--- src/rtl/id_stage.sv ---
// id_stage: instruction decode stage of the 16-bit RISC pipeline.
//
// Splits the fetched instruction into fields, drives the register file read
// addresses, bypasses same-cycle writeback data, detects load-use hazards and
// holds the ID/EX pipeline register behind a valid/ready handshake.
//
// Ports:
//   clk, rst_n                     clock, asynchronous active-low reset
//   flush                          branch/jump taken in EX, kills ID contents
//   if_valid/if_ready              fetch handshake (if_instr, if_pc)
//   rf_read_addr1/2, rf_read_data1/2  register file read ports (combinational)
//   wb_en, wb_addr, wb_data        writeback port, as seen by the register file
//   ex_valid/ex_ready              execute handshake
//   ex_op..ex_pc                   decoded ID/EX register contents
module id_stage #(
  parameter int DW = 16,
  parameter int AW = 3
) (
  input  logic          clk,
  input  logic          rst_n,
  input  logic          flush,
  input  logic          if_valid,
  output logic          if_ready,
  input  logic [DW-1:0] if_instr,
  input  logic [DW-1:0] if_pc,
  output logic [AW-1:0] rf_read_addr1,
  output logic [AW-1:0] rf_read_addr2,
  input  logic [DW-1:0] rf_read_data1,
  input  logic [DW-1:0] rf_read_data2,
  input  logic          wb_en,
  input  logic [AW-1:0] wb_addr,
  input  logic [DW-1:0] wb_data,
  output logic          ex_valid,
  input  logic          ex_ready,
  output logic [3:0]    ex_op,
  output logic [AW-1:0] ex_rd,
  output logic [AW-1:0] ex_rs1,
  output logic [AW-1:0] ex_rs2,
  output logic          ex_wr_en,
  output logic          ex_mem_rd,
  output logic          ex_mem_wr,
  output logic [DW-1:0] ex_opa,
  output logic [DW-1:0] ex_opb,
  output logic [DW-1:0] ex_imm,
  output logic [DW-1:0] ex_pc
);

  localparam logic [3:0] OP_SRL  = 4'h6;
  localparam logic [3:0] OP_LW   = 4'h8;
  localparam logic [3:0] OP_SW   = 4'h9;
  localparam logic [3:0] OP_BEQ  = 4'hA;
  localparam logic [3:0] OP_JMP  = 4'hB;

  function automatic logic signed [DW-1:0] sext6(input logic [5:0] f);
    return {{(DW-6){f[5]}}, f};
  endfunction

  function automatic logic signed [DW-1:0] sext12(input logic [11:0] f);
    return {{(DW-12){f[11]}}, f};
  endfunction

  // ---- p0: combinational decode of the fetched instruction ----
  logic [3:0]           op_p0;
  logic [AW-1:0]        rd_p0, rs1_p0, addr2_p0;
  logic                 use1_p0, use2_p0, wr_en_p0, mem_rd_p0, mem_wr_p0;
  logic signed [DW-1:0] imm_p0;
  logic [DW-1:0]        opa_p0, opb_p0;
  logic                 load_en, hazard;

  // ID/EX register contents
  logic                 vld_p1;
  logic [3:0]           op_p1;
  logic [AW-1:0]        rd_p1, rs1_p1, rs2_p1;
  logic                 wr_en_p1, mem_rd_p1, mem_wr_p1;
  logic [DW-1:0]        opa_p1, opb_p1, pc_p1;
  logic signed [DW-1:0] imm_p1;

  always_comb begin
    op_p0     = if_instr[15:12];
    rd_p0     = if_instr[9 +: AW];
    rs1_p0    = if_instr[6 +: AW];
    // SW and BEQ read their second operand from the rd field
    addr2_p0  = (op_p0 == OP_SW || op_p0 == OP_BEQ) ? if_instr[9 +: AW] : if_instr[3 +: AW];
    use1_p0   = (op_p0 <= OP_BEQ);
    use2_p0   = (op_p0 <= OP_SRL) || (op_p0 == OP_SW) || (op_p0 == OP_BEQ);
    wr_en_p0  = (op_p0 <= OP_LW);
    mem_rd_p0 = (op_p0 == OP_LW);
    mem_wr_p0 = (op_p0 == OP_SW);
    imm_p0    = '0;
    if (op_p0 > OP_SRL && op_p0 <= OP_BEQ) begin
      imm_p0 = sext6(if_instr[5:0]);
    end else if (op_p0 == OP_JMP) begin
      imm_p0 = sext12(if_instr[11:0]);
    end
    // register file writes on the edge, so a same-cycle write must be bypassed
    opa_p0 = (wb_en && wb_addr == rs1_p0)   ? wb_data : rf_read_data1;
    opb_p0 = (wb_en && wb_addr == addr2_p0) ? wb_data : rf_read_data2;
  end

  assign rf_read_addr1 = rs1_p0;
  assign rf_read_addr2 = addr2_p0;

  assign load_en  = !vld_p1 || ex_ready;
  assign hazard   = vld_p1 && mem_rd_p1 && if_valid &&
                    ((use1_p0 && rs1_p0 == rd_p1) || (use2_p0 && addr2_p0 == rd_p1));
  assign if_ready = load_en && !hazard && !flush;

  // ---- p1: ID/EX pipeline register ----
  always_ff @(posedge clk or negedge rst_n) begin
    if (!rst_n) begin
      vld_p1    <= 1'b0;
      op_p1     <= '0;
      rd_p1     <= '0;
      rs1_p1    <= '0;
      rs2_p1    <= '0;
      wr_en_p1  <= 1'b0;
      mem_rd_p1 <= 1'b0;
      mem_wr_p1 <= 1'b0;
      opa_p1    <= '0;
      opb_p1    <= '0;
      imm_p1    <= '0;
      pc_p1     <= '0;
    end else if (flush) begin
      vld_p1 <= 1'b0;
    end else if (load_en) begin
      if (if_valid && !hazard) begin
        vld_p1    <= 1'b1;
        op_p1     <= op_p0;
        rd_p1     <= rd_p0;
        rs1_p1    <= rs1_p0;
        rs2_p1    <= addr2_p0;
        wr_en_p1  <= wr_en_p0;
        mem_rd_p1 <= mem_rd_p0;
        mem_wr_p1 <= mem_wr_p0;
        opa_p1    <= opa_p0;
        opb_p1    <= opb_p0;
        imm_p1    <= imm_p0;
        pc_p1     <= if_pc;
      end else begin
        // bubble: held fetch instruction retries next cycle
        vld_p1 <= 1'b0;
      end
    end
  end

  assign ex_valid  = vld_p1;
  assign ex_op     = op_p1;
  assign ex_rd     = rd_p1;
  assign ex_rs1    = rs1_p1;
  assign ex_rs2    = rs2_p1;
  assign ex_wr_en  = wr_en_p1;
  assign ex_mem_rd = mem_rd_p1;
  assign ex_mem_wr = mem_wr_p1;
  assign ex_opa    = opa_p1;
  assign ex_opb    = opb_p1;
  assign ex_imm    = imm_p1;
  assign ex_pc     = pc_p1;

endmodule

--- config.mk ---
export PLATFORM = sky130hd
export DESIGN_NAME = id_stage
export DESIGN_NICKNAME = d
export VERILOG_FILES = /design/src/rtl/id_stage.sv
export SDC_FILE = /design/constraint.sdc
export NUM_CORES = 1
export LEC_CHECK = 0
export ABC_AREA = 1
export BUFFER_PORTS_ARGS = -buffer_cell sky130_fd_sc_hd__buf_2
export CAP_MARGIN = 10
export CORE_MARGIN = 4
export CORE_UTILIZATION = 52
export CTS_CLUSTER_DIAMETER = 60
export DETAILED_ROUTE_END_ITERATION = 8
export PLACE_DENSITY = 0.9
export SETUP_SLACK_MARGIN = 0.1
export SYNTH_ARGS = -nofsm -noshare
export SYNTH_HDL_FRONTEND = slang
export SYNTH_SLANG_ARGS = --single-unit
export TNS_END_PERCENT = 50
--- constraint.sdc ---
create_clock -name clk -period 3.2 [get_ports clk]
set_input_delay 0.16 -clock clk [delete_from_list [all_inputs] [get_ports clk]]
set_output_delay 0.16 -clock clk [all_outputs]
set_load 0.03 [all_outputs]
==> qor.yml <==
status:
  status: "finished clean"
final_layout:
  final_layout_size_suffix_gt1_share_pct: 29.5
  final_nets: 795
  final_cell_mix: "nand2_1, buf_2, nand3_1, dfrtp_1, inv_1"
  syn_to_final_growth_pct: 25.4
  mostFrequentLayoutCell: "nand2_1"
  fillers: 665
  postLayoutCoreUtil_pct: 68.5
synth:
  syn_area_sq_um: 4050
  synth.avg_cell_area_sq_um: 7.35
  yosysSeqAreaShare_pct: 47.6
  yosysWarningCount: 0
  syn-num-nets: 639
  synth_cells: 550
  synth.distinct_cells: 24
  ys_seq_elements: 77
timing:
  fin_crit_sh_pct: 65.8
  slew_violations: 0
  clock_skew_ns: 0.00706
  clock.fmax_mhz: 475
  tightest_slew_ns: 0.942
  max_slew_margin_pct: 37.2
  rsz0062_at_grt: "false"
  post-route-min-period_ns: 2.10
  finalSetupViolations: 0
  hold_violations: 0
  fin_tns_setup_ns: 0
worst_setup_path:
  cp-start-kind: "register"
  crit_required_ns: 3.44
  r2r-start: "ex_valid$_DFFE_PN0P_"
  critPathBufInv: 1
  r2r_cells: 7
  cp_common_cell: "nand2_1"
  r2r-end: "ex_pc[7]$_DFFE_PN0P_"
  arrival_ns: 2.35
  crit_type: "reg -> reg"
  path_max_fanout: 60
  worst_path_max_delay_cell: "nor2_4"
  path_cells: "nand2_1 -> nand2_1 -> nor2_4 -> nand2_2 -> buf_12 -> nand2_1 -> nand2_1"
  crit_path_end_kind: "register"
  timing.reg2reg.setup_slack_ns: 1.10
  crit_family: "simple AND/OR/NAND/NOR gates"
  critPathMaxStageDelay_ns: 0.49
drt:
  drtIter0Drc: 182
  wl_mm: 12.0
  ant_nets: 0
  drc: 0
  first_pass_iters: 5
  num_vias: 4165
  wl_per_cell_um: 14.8
  via_per_inst: 5.14
floorplan:
  ios: 177
  die_h_um: 96.2
  rows: 31
  initial_core_util_pct: 54.6
  core-area_sq_um: 7410
  die_w_um: 96.2
  die-area_sq_um: 9250
worst_hold_path:
  hold_start: "if_pc[1]"
  min_to: "ex_pc[1]$_DFFE_PN0P_"
  worst_hold_path.num_cells: 3
  hold_path.class: "in -> reg"
global_routing:
  grtUsageTotal_pct: 26.1
  grt-ovfl-total: 0
  grt_max_degree: 78
  antenna_found_initial: 0
  grt_pass1_vias: 3961
  grt_pass1_wl_mm: 18.9
cts:
  cts_buffers: 9
  cts_tree: "yes"
  postCtsSetupBuffers: 0
  clock_path_buffers: 2
  cts.sinks: 77
  clk_latency_ns: 0.35
  clockRootBuffer: "clkbuf_8"
  h-tree-depth: 3
  clk_pin_slew_worst_paths_ns: 0.08
pwr:
  p_total_mw: 2.75
  p_per_area_nw_per_um2: 541
  leakagePower_nw: 3.11
  irDropWorstVdd_uv: 312
placed_design:
  port_buffers: 176
  gp_congestion: 0.992
  hpwl_mm: 8.65
run:
  cap_violations: 0
-- logic make-up (layout without fill, tap and decap cells) --
family / after synthesis / count (layout) / share of synthesized area, %
xor gates and xnor gates: 4 / 4 / 0.866
buffers and inverters: 77 / 238 / 9.12
and+or+nand+nor: 367 / 367 / 39.3
other: 0 / 1 / 0
DFF: 77 / 77 / 47.6
AOI/OAI and AO/OA: 25 / 25 / 3.12
-- worst register-to-register path, stage by stage (launching register included) --
cell and delay (ns):
dfrtp_1 0.40, nand2_1 0.10, nand2_1 0.11, nor2_4 0.49, nand2_2 0.38, buf_12 0.29, nand2_1 0.17, nand2_1 0.06
-- cells in the mapped netlist --
cell | number | share of area [%]
nand3_4 | 1 | 0.43
nand3b_1 | 1 | 0.19
nor2_8 | 1 | 0.49
dfrtp_1 | 77 | 48
nor2_1 | 15 | 1.4
a21oi_1 | 2 | 0.25
nand2_1 | 230 | 21
buf_4 | 10 | 1.9
o22ai_1 | 1 | 0.15
nor3_1 | 1 | 0.12
buf_1 | 1 | 0.093
nand2_4 | 1 | 0.28
clkbuf_1 | 12 | 1.1
xnor2_1 | 4 | 0.87
buf_6 | 4 | 1.1
inv_2 | 2 | 0.19
o21ai_1 | 1 | 0.12
o21ai_0 | 21 | 2.6
inv_1 | 38 | 3.5
buf_2 | 10 | 1.2
nor2_2 | 2 | 0.31
nand3_1 | 100 | 12
nand4_1 | 8 | 1.2
nand2_2 | 7 | 1.1
-- worst max-delay path by stage --
stage / from / end / slack (ns) / depth (start not counted)
floorplan: ex_valid$_DFFE_PN0P_ / ex_imm[0]$_DFFE_PN0P_ / 1.49 / 7
global placement: if_instr[12] / ex_opb[6]$_DFFE_PN0P_ / 1.13 / 13
detailed placement: if_instr[14] / ex_opa[2]$_DFFE_PN0P_ / 1.04 / 13
CTS: ex_valid$_DFFE_PN0P_ / ex_pc[7]$_DFFE_PN0P_ / 1.11 / 7
global route: flush / ex_pc[7]$_DFFE_PN0P_ / 0.92 / 9
finish: ex_valid$_DFFE_PN0P_ / ex_pc[7]$_DFFE_PN0P_ / 1.10 / 7
-- sequential cells by signal, indices dropped and copies added, names as in the netlist --
| signal | cells |
|---|---|
| ex_imm | 12 |
| ex_mem_rd | 1 |
| ex_mem_wr | 1 |
| ex_op | 4 |
| ex_opa | 16 |
| ex_opb | 16 |
| ex_pc | 16 |
| ex_rd | 3 |
| ex_rs1 | 3 |
| ex_rs2 | 3 |
| ex_valid | 1 |
| ex_wr_en | 1 |
-- metrics by stage --
stage	hold slack [ns]	worst slack [ns]	cells	area (sq um)
finish	0.0405	1.10	811	5070
floorplan	-0.136	1.49	550	4050
CTS	0.0317	1.11	810	5070
detailed placement	0.353	1.04	792	4880
global route	0.0487	0.917	810	5070
global placement	0.348	1.13	792	4880
-- layer usage --
metal | wire (um) | up-vias | track usage [%]
met5 | 0 | - | 0
met4 | 248 | 0 | 9.48
met3 | 985 | 25 | 5.79
met2 | 5770 | 173 | 41.7
met1 | 4980 | 1924 | 34.8
li1 | - | 2043 | -
-- report_power, final --
part	internal, mW	leakage [nW]	switching [mW]
sequential	1.12	0.968	0.0877
combinational	0.261	2.05	0.646
clock	0.280	0.0860	0.353
total	1.66	3.11	1.09
-- repair_timing --
item | CTS | global route
resized for setup | 0 | 0
hold buffers | 2 | 0
hold endpoints to repair | 39 | 0
-- final cells by class --
class	count	area [sq um]	area share (%)
antenna	1	2.50	0.0493
clock buffer	10	128	2.52
clock inverter	6	40.0	0.789
inverter	40	150	2.96
multi-input combinational	396	1760	34.6
sequential	77	1930	38.0
tap	99	124	2.44
timing repair buffer	182	946	18.6
No activity file was read; power rests on OpenSTA's default activity.
